[config.mk]
export PLATFORM = sky130hd
export DESIGN_NAME = shift_unit_flat
export DESIGN_NICKNAME = d
export VERILOG_FILES = /design/src/rtl/shift_pkg.sv /design/src/rtl/shift_unit_if.sv /design/src/rtl/shift_amount_sel.sv /design/src/rtl/shift_unit.sv /design/src/flat_wrapper.sv
export SDC_FILE = /design/constraint.sdc
export NUM_CORES = 1
export LEC_CHECK = 0
export CAP_MARGIN = 25
export CORE_MARGIN = 8
export CORE_UTILIZATION = 36
export DETAILED_ROUTE_END_ITERATION = 12
export GPL_ROUTABILITY_DRIVEN = 1
export MAX_ROUTING_LAYER = met4
export PLACE_DENSITY = 0.76
export SLEW_MARGIN = 30
export SYNTH_ARGS = -nofsm -noshare
export SYNTH_HDL_FRONTEND = slang
export SYNTH_HIERARCHICAL = 1
export SYNTH_SLANG_ARGS = --single-unit
export TNS_END_PERCENT = 10
[constraint.sdc]
create_clock -name clk -period 1.84 [get_ports clk]
set_clock_uncertainty 0.05 [all_clocks]
set_input_delay 0.276 -clock clk [delete_from_list [all_inputs] [get_ports clk]]
set_output_delay 0.276 -clock clk [all_outputs]
set_load 0.01 [all_outputs]
[src/rtl/shift_pkg.sv]
// -----------------------------------------------------------------------------
// shift_pkg
// Shared encodings for the multicycle shift unit: operation codes, amount
// source selects and the controller state type.
// -----------------------------------------------------------------------------
package shift_pkg;

   typedef enum logic [1:0] {
      OP_SLL = 2'b00,
      OP_SRL = 2'b01,
      OP_SRA = 2'b10,
      OP_ROR = 2'b11
   } op_e;

   typedef enum logic [1:0] {
      SEL_SHAMT = 2'b00,   // instruction shamt field inside offset
      SEL_B     = 2'b01,   // low bits of register operand B
      SEL_CONST = 2'b10,   // build-time constant amount
      SEL_RSVD  = 2'b11    // reserved, behaves as amount 0
   } shamt_sel_e;

   typedef enum logic [1:0] {
      IDLE  = 2'b00,
      SHIFT = 2'b01,
      DONE  = 2'b10
   } state_e;

   // Width of the instruction immediate and position of its shamt field.
   localparam int unsigned OFFSET_W  = 16;
   localparam int unsigned SHAMT_LSB = 6;

endpackage

[src/rtl/shift_unit_if.sv]
// -----------------------------------------------------------------------------
// shift_unit_if
// Request/result bundle between the control unit (master) and the shift unit
// (slave).
//   start     : request, only honoured while the unit is IDLE or DONE
//   op        : shift operation (op_e encoding)
//   shamt_sel : shift amount source (shamt_sel_e encoding)
//   offset    : instruction immediate carrying the shamt field
//   b         : register operand B
//   data_in   : value to shift
//   data_out  : working register / result
//   busy      : high while shifting
//   done      : one-cycle completion pulse
// -----------------------------------------------------------------------------
interface shift_unit_if #(
   parameter int unsigned WIDTH = 32
);
   logic             start;
   logic [1:0]       op;
   logic [1:0]       shamt_sel;
   logic [15:0]      offset;
   logic [WIDTH-1:0] b;
   logic [WIDTH-1:0] data_in;
   logic [WIDTH-1:0] data_out;
   logic             busy;
   logic             done;

   modport master (
      output start, op, shamt_sel, offset, b, data_in,
      input  data_out, busy, done
   );

   modport slave (
      input  start, op, shamt_sel, offset, b, data_in,
      output data_out, busy, done
   );
endinterface

[src/rtl/shift_amount_sel.sv]
// -----------------------------------------------------------------------------
// shift_amount_sel
// Combinational shift-amount multiplexer.
//   i_shamt_sel : amount source select
//   i_offset    : instruction immediate; field [SHAMT_LSB+SHAMT_W-1:SHAMT_LSB]
//   i_b         : low SHAMT_W bits of operand B
//   o_amount    : selected unsigned shift amount
// -----------------------------------------------------------------------------
module shift_amount_sel
   import shift_pkg::*;
#(
   parameter int unsigned SHAMT_W     = 5,
   parameter int unsigned CONST_SHAMT = 16
) (
   input  logic [1:0]          i_shamt_sel,
   input  logic [OFFSET_W-1:0] i_offset,
   input  logic [SHAMT_W-1:0]  i_b,
   output logic [SHAMT_W-1:0]  o_amount
);

   // Only the shamt field of the immediate matters; the rest is ignored.
   logic [OFFSET_W-1:0] w_unused_offset;
   assign w_unused_offset = i_offset;

   always_comb begin
      // NOTE: assign a default before the case so no path leaves o_amount
      // unassigned; otherwise synthesis infers a latch.
      o_amount = '0;
      case (shamt_sel_e'(i_shamt_sel))
         SEL_SHAMT: o_amount = i_offset[SHAMT_LSB +: SHAMT_W];
         SEL_B:     o_amount = i_b;
         SEL_CONST: o_amount = SHAMT_W'(CONST_SHAMT);
         default:   o_amount = '0;
      endcase
   end

endmodule

[src/rtl/shift_unit.sv]
// -----------------------------------------------------------------------------
// shift_unit
// Multicycle SLL/SRL/SRA/ROR unit shifting up to STEP bits per clock.
//   clk   : clock, rising edge
//   reset : asynchronous active-low reset
//   bus   : shift_unit_if slave (start/op/amount inputs, data_out/busy/done)
// The result stays on data_out until the next accepted start.
// -----------------------------------------------------------------------------
module shift_unit
   import shift_pkg::*;
#(
   parameter int unsigned WIDTH       = 32,
   parameter int unsigned SHAMT_W     = $clog2(WIDTH),
   parameter int unsigned STEP        = 1,
   parameter int unsigned CONST_SHAMT = 16
) (
   input  logic         clk,
   input  logic         reset,
   shift_unit_if.slave  bus
);

   // STEP may equal WIDTH, which needs one bit more than SHAMT_W.
   localparam logic [SHAMT_W:0] STEP_X = (SHAMT_W + 1)'(STEP);

   state_e               r_state;
   state_e               w_state_nxt;
   op_e                  r_op;
   logic [WIDTH-1:0]     r_data;
   logic [SHAMT_W-1:0]   r_rem;

   logic [SHAMT_W-1:0]   w_amount;
   logic [SHAMT_W-1:0]   w_k;
   logic [SHAMT_W-1:0]   w_rem_nxt;
   logic [2*WIDTH-1:0]   w_dbl;
   logic [WIDTH-1:0]     w_shifted;
   logic                 w_load;

   // Only the low SHAMT_W bits of B feed the amount select.
   logic [WIDTH-1:0]     w_unused_b;
   assign w_unused_b = bus.b;

   shift_amount_sel #(
      .SHAMT_W     (SHAMT_W),
      .CONST_SHAMT (CONST_SHAMT)
   ) u_amount_sel (
      .i_shamt_sel (bus.shamt_sel),
      .i_offset    (bus.offset),
      .i_b         (bus.b[SHAMT_W-1:0]),
      .o_amount    (w_amount)
   );

   // k = min(STEP, rem). The STEP branch is only taken when STEP <= rem,
   // so truncating STEP_X to SHAMT_W bits there is exact.
   assign w_k       = ({1'b0, r_rem} < STEP_X) ? r_rem : STEP_X[SHAMT_W-1:0];
   assign w_rem_nxt = r_rem - w_k;

   // Rotate right: the low half of the doubled word shifted right by k.
   assign w_dbl = {r_data, r_data} >> w_k;

   always_comb begin
      w_shifted = r_data;
      case (r_op)
         OP_SLL:  w_shifted = r_data << w_k;
         OP_SRL:  w_shifted = r_data >> w_k;
         OP_SRA:  w_shifted = $signed(r_data) >>> w_k;
         OP_ROR:  w_shifted = w_dbl[WIDTH-1:0];
         default: w_shifted = r_data;
      endcase
   end

   // Next-state logic. A start seen in DONE is accepted exactly as in IDLE.
   always_comb begin
      w_state_nxt = r_state;
      w_load      = 1'b0;
      case (r_state)
         IDLE, DONE: begin
            if (bus.start) begin
               w_load      = 1'b1;
               w_state_nxt = (w_amount != '0) ? SHIFT : DONE;
            end else begin
               w_state_nxt = IDLE;
            end
         end
         SHIFT: begin
            if (w_rem_nxt == '0) begin
               w_state_nxt = DONE;
            end
         end
         default: w_state_nxt = IDLE;
      endcase
   end

   always_ff @(posedge clk or negedge reset) begin
      if (!reset) begin
         // NOTE: sequential state uses non-blocking assignments so every
         // register samples pre-edge values, independent of block order.
         r_state <= IDLE;
      end else begin
         r_state <= w_state_nxt;
      end
   end

   always_ff @(posedge clk or negedge reset) begin
      if (!reset) begin
         r_data <= '0;
         r_rem  <= '0;
         r_op   <= OP_SLL;
      end else if (w_load) begin
         r_data <= bus.data_in;
         r_rem  <= w_amount;
         r_op   <= op_e'(bus.op);
      end else if (r_state == SHIFT) begin
         r_data <= w_shifted;
         r_rem  <= w_rem_nxt;
      end
   end

   assign bus.data_out = r_data;
   assign bus.busy     = (r_state == SHIFT);
   assign bus.done     = (r_state == DONE);

endmodule

[src/flat_wrapper.sv]
// flat-port wrapper written by rule: the top's interface ports become plain ports
module shift_unit_flat import shift_pkg::*;
#(
   parameter int unsigned WIDTH       = 32,
   parameter int unsigned SHAMT_W     = $clog2(WIDTH),
   parameter int unsigned STEP        = 1,
   parameter int unsigned CONST_SHAMT = 16
)
  (clk, reset, bus_start, bus_op, bus_shamt_sel, bus_offset, bus_b, bus_data_in, bus_data_out, bus_busy, bus_done);
  shift_unit_if #(.WIDTH(WIDTH)) bus_i ();
  input  logic clk;
  input  logic reset;
  input wire logic [$bits(bus_i.start)-1:0] bus_start;
  input wire logic [$bits(bus_i.op)-1:0] bus_op;
  input wire logic [$bits(bus_i.shamt_sel)-1:0] bus_shamt_sel;
  input wire logic [$bits(bus_i.offset)-1:0] bus_offset;
  input wire logic [$bits(bus_i.b)-1:0] bus_b;
  input wire logic [$bits(bus_i.data_in)-1:0] bus_data_in;
  output wire logic [$bits(bus_i.data_out)-1:0] bus_data_out;
  output wire logic [$bits(bus_i.busy)-1:0] bus_busy;
  output wire logic [$bits(bus_i.done)-1:0] bus_done;
  assign bus_i.start = bus_start;
  assign bus_i.op = bus_op;
  assign bus_i.shamt_sel = bus_shamt_sel;
  assign bus_i.offset = bus_offset;
  assign bus_i.b = bus_b;
  assign bus_i.data_in = bus_data_in;
  assign bus_data_out = bus_i.data_out;
  assign bus_busy = bus_i.busy;
  assign bus_done = bus_i.done;
  shift_unit #(.WIDTH(WIDTH), .SHAMT_W(SHAMT_W), .STEP(STEP), .CONST_SHAMT(CONST_SHAMT)) u_core (.clk(clk), .reset(reset), .bus(bus_i));
endmodule
==> impl_metrics.toml, run 1 <==
[layout]
postLayoutCellArea_sq_um = 3610
final_core_util = 0.561
nets = 444
n_fill_cell = 570
synthToLayoutAreaGrowth_pct = 50.0
diodes = 0
drive_gt1_frac = 0.151

[placement]
dpl-instance-area_sq_um = 3460
gp_congestion = 0.916
numPortBuffers = 82
place_ws_ps = -303
hpwl_um = 5470

[floorplan]
die_h_um = 97.7
die_w_um = 97.7
pin_count = 121
start_util = 0.374
dieArea_sq_um = 9550
core_sq_um = 6420
rows = 29

[sta]
finalHoldViolCount = 0
min_period_ps = 1830
fmax_mhz = 547
setup-violations-final = 0
final.period_utilization = 0.994
setup_ws_ps = 10.7
maxSlewHeadroom = 0.640
slew_violations = 0
worst_pin_slew_ps = 540
rsz0062_at_grt = "yes"

[clock_network]
cts.path.max_buffers = 2
insertion_delay_ps = 290
cts_tree = "built"
cts_root_buffer = "clkbuf_8"
numCtsBuffers = 5
htree_levels = 2
cts.clk_slew.worst_paths_ps = 80
cts.sinks = 41

[route]
drt-initial-drc-count = 88
wl_per_cell_um = 16.9
drtAntennaViolNets = 0
drt_drc_violations_left = 0
vias = 2296
dr.pass1.iters = 4
viasPerCell = 5.29
wl_um = 7360

[critical_path]
crit_fanout = 4
max_stage_delay_ps = 600
cp_slowest_cell = "or4_4"
worstPathRequired_ps = 1990
startpoint_type = "register"
arrival_ps = 1980
path_cells = "or4_4 -> nor2_4 -> mux2_2 -> a211oi_1"
end_kind = "register"
crit_type = "reg -> reg"

[synthesis]
syn_nets = 345
synth_ff_type = "dfrtp_1"
synth.most_common_cell = "nand2_1"
ys_ff_latch = 41
synth_top_family_by_area = "compound AO/OA/AOI/OAI gates"
synth.area.top_cells = "dfrtp_1 (43%), mux2i_1 (12%), nand2_1 (6.7%), o211ai_1 (5.6%), o221ai_1 (4.0%)"
post_synth.cell_area_avg_sq_um = 9.35
syn_inst = 257
synthArstFlopShare = 1.00
yosysWarnings = 6
synthXorXnorAreaFrac = 0.00364
synth_commonest_cells = "nand2_1 (43), dfrtp_1 (41), mux2i_1 (28)"
synth_top_area_cell = "dfrtp_1"
synth-adder-area-share = 0.00521
synth_area_sq_um = 2400
synth_top_area_share = 0.427
synth_simple_gate_area_share = 0.183
synthMuxAreaShare = 0.121
synth_cell_types = 43
synth_edf_count = 0
synth_compound_gate_area_share = 0.195
ys_seq_area_frac = 0.427

[grt]
grtUsageMet3 = 0.0322
grt_usage = 0.157
grt_pass1_vias = 2352
grt_pass1_wl_um = 12100
gr-max-usage-layer = "met2"
grt_max_degree = 42
grt_overflow = 0
grt_use_met1 = 0.205
antenna_found_initial = 0
use_met2 = 0.239

[pwr]
leakagePower_uw = 0.00155
p_int_uw = 4000
switching_share = 0.412
pwr-share-comb = 0.617
p_seq_frac = 0.270
p_sw_uw = 2800
vdd_drop_max_mv = 0.961
p_clk_frac = 0.113
power_density_nw_per_um2 = 1890

[worst_hold_path]
holdCritPathClass = "in -> async"

[outcome]
outcome = "completed"

[job]
max_cap_violations = 0
## kinds of logic after synthesis
group,Yosys count
adder cells (fa/ha/maj),1
AO/OA/AOI/OAI,60
buffers and inverters,34
XOR/XNOR,1
multiplexers,29
AND/OR/NAND/NOR,91
flip-flops,41
## worst paths after layout
kind                                                startpoint                             endpoint  slack, ps  cells after the start
setup / recovery                   u_core/r_rem[1]$_DFFE_PN0P_  u_core/bus.data_out[30]$_DFFE_PN0P_         10                      4
hold / removal                                           reset  u_core/bus.data_out[31]$_DFFE_PN0P_        430                      3
setup reg to reg                   u_core/r_rem[1]$_DFFE_PN0P_  u_core/bus.data_out[30]$_DFFE_PN0P_         10                      4
hold reg to reg            u_core/bus.data_out[19]$_DFFE_PN0P_  u_core/bus.data_out[19]$_DFFE_PN0P_        550                      2
max in group asynchronous                                reset          u_core/r_rem[4]$_DFFE_PN0P_       1090                      3
min in group clk                                     bus_op[1]           u_core/r_op[1]$_DFFE_PN0P_        470                      3
## state kept, by name, summed over array words and instances (netlist names)
register             count
u_core/bus.data_out     32
u_core/r_state           2
u_core/r_rem             5
u_core/r_op              2
## worst max-delay path, delay by kind of cell, from the launching register on
kind | cells | cell delay (ps)
compound gates | 1 | 200
flops | 1 | 390
mux | 1 | 360
simple gates | 2 | 740
## cell type report
class	instances	area (sq um)	area share
timing repair buffer	110	1070	0.296
multi-input combinational	182	1240	0.343
inverter	16	60.1	0.0167
clock buffer	6	82.6	0.0229
tap	77	96.3	0.0267
clock inverter	2	37.5	0.0104
sequential	41	1030	0.285
## per-stage QoR
step,setup TNS [ps],hold slack [ps],power [uW],std cells
final,0,427,6800,434
after global routing,-46.1,452,7300,434
after CTS,0,431,6800,434
after detailed placement,-565,216,6010,425
after global placement,-376,213,5900,425
after floorplan,0,-69.6,4240,257
## repair_timing
item                                    in CTS  in global routing
resized for setup                            1                  4
buffers inserted                             0                  0
hold buffers                                 1                  0
hold endpoints to repair                    41                  0
endpoints found under the setup margin       1                  5
## power groups by stage
stage	logic [uW]	clock network, uW	registers (uW)
3_5_place_dp	4160	0	1850
3_3_place_gp	4060	0	1830
2_1_floorplan	2310	0	1930
4_1_cts	4180	785	1830
6_report	4200	766	1840
5_1_grt	4590	814	1900
## per-layer routing
layer / vias up / share of wire
li1: 1133 / -
met1: 1103 / 0.49
met2: 56 / 0.46
met3: 4 / 0.038
met4: 0 / 0.011
met5: - / 0
## cell usage in the layout (no fill, tap or decap), types with 2 or more instances in the layout
cell type	Yosys	final
or2_2	2	2
clkdlybuf4s50_1	0	79
nand2b_1	4	4
o21ai_0	8	8
nor2_1	10	10
buf_12	0	3
nor4_1	3	3
o211ai_1	18	18
mux2i_1	28	28
nand3_1	13	13
o221ai_1	11	11
dfrtp_1	41	41
a21oi_1	6	6
nand2_1	43	43
and3_1	2	2
nor2_4	2	2
o221a_2	5	5
clkbuf_8	0	6
nor2b_1	3	2
nor3_1	4	4
buf_4	2	24
inv_1	15	15
Power figures use the tool's default switching activity.
==> run 2, diff against run 1 <==
--- a/config.mk
+++ b/config.mk
@@ -8,11 +8,12 @@
 export CAP_MARGIN = 25
 export CORE_MARGIN = 8
 export CORE_UTILIZATION = 36
+export CTS_CLUSTER_SIZE = 12
 export DETAILED_ROUTE_END_ITERATION = 12
 export GPL_ROUTABILITY_DRIVEN = 1
 export MAX_ROUTING_LAYER = met4
 export PLACE_DENSITY = 0.76
-export SLEW_MARGIN = 30
+export SLEW_MARGIN = 20
 export SYNTH_ARGS = -nofsm -noshare
 export SYNTH_HDL_FRONTEND = slang
 export SYNTH_HIERARCHICAL = 1
==> results of run 2 <==
The final DEF is identical to that of run 1; final timing and power are the same.
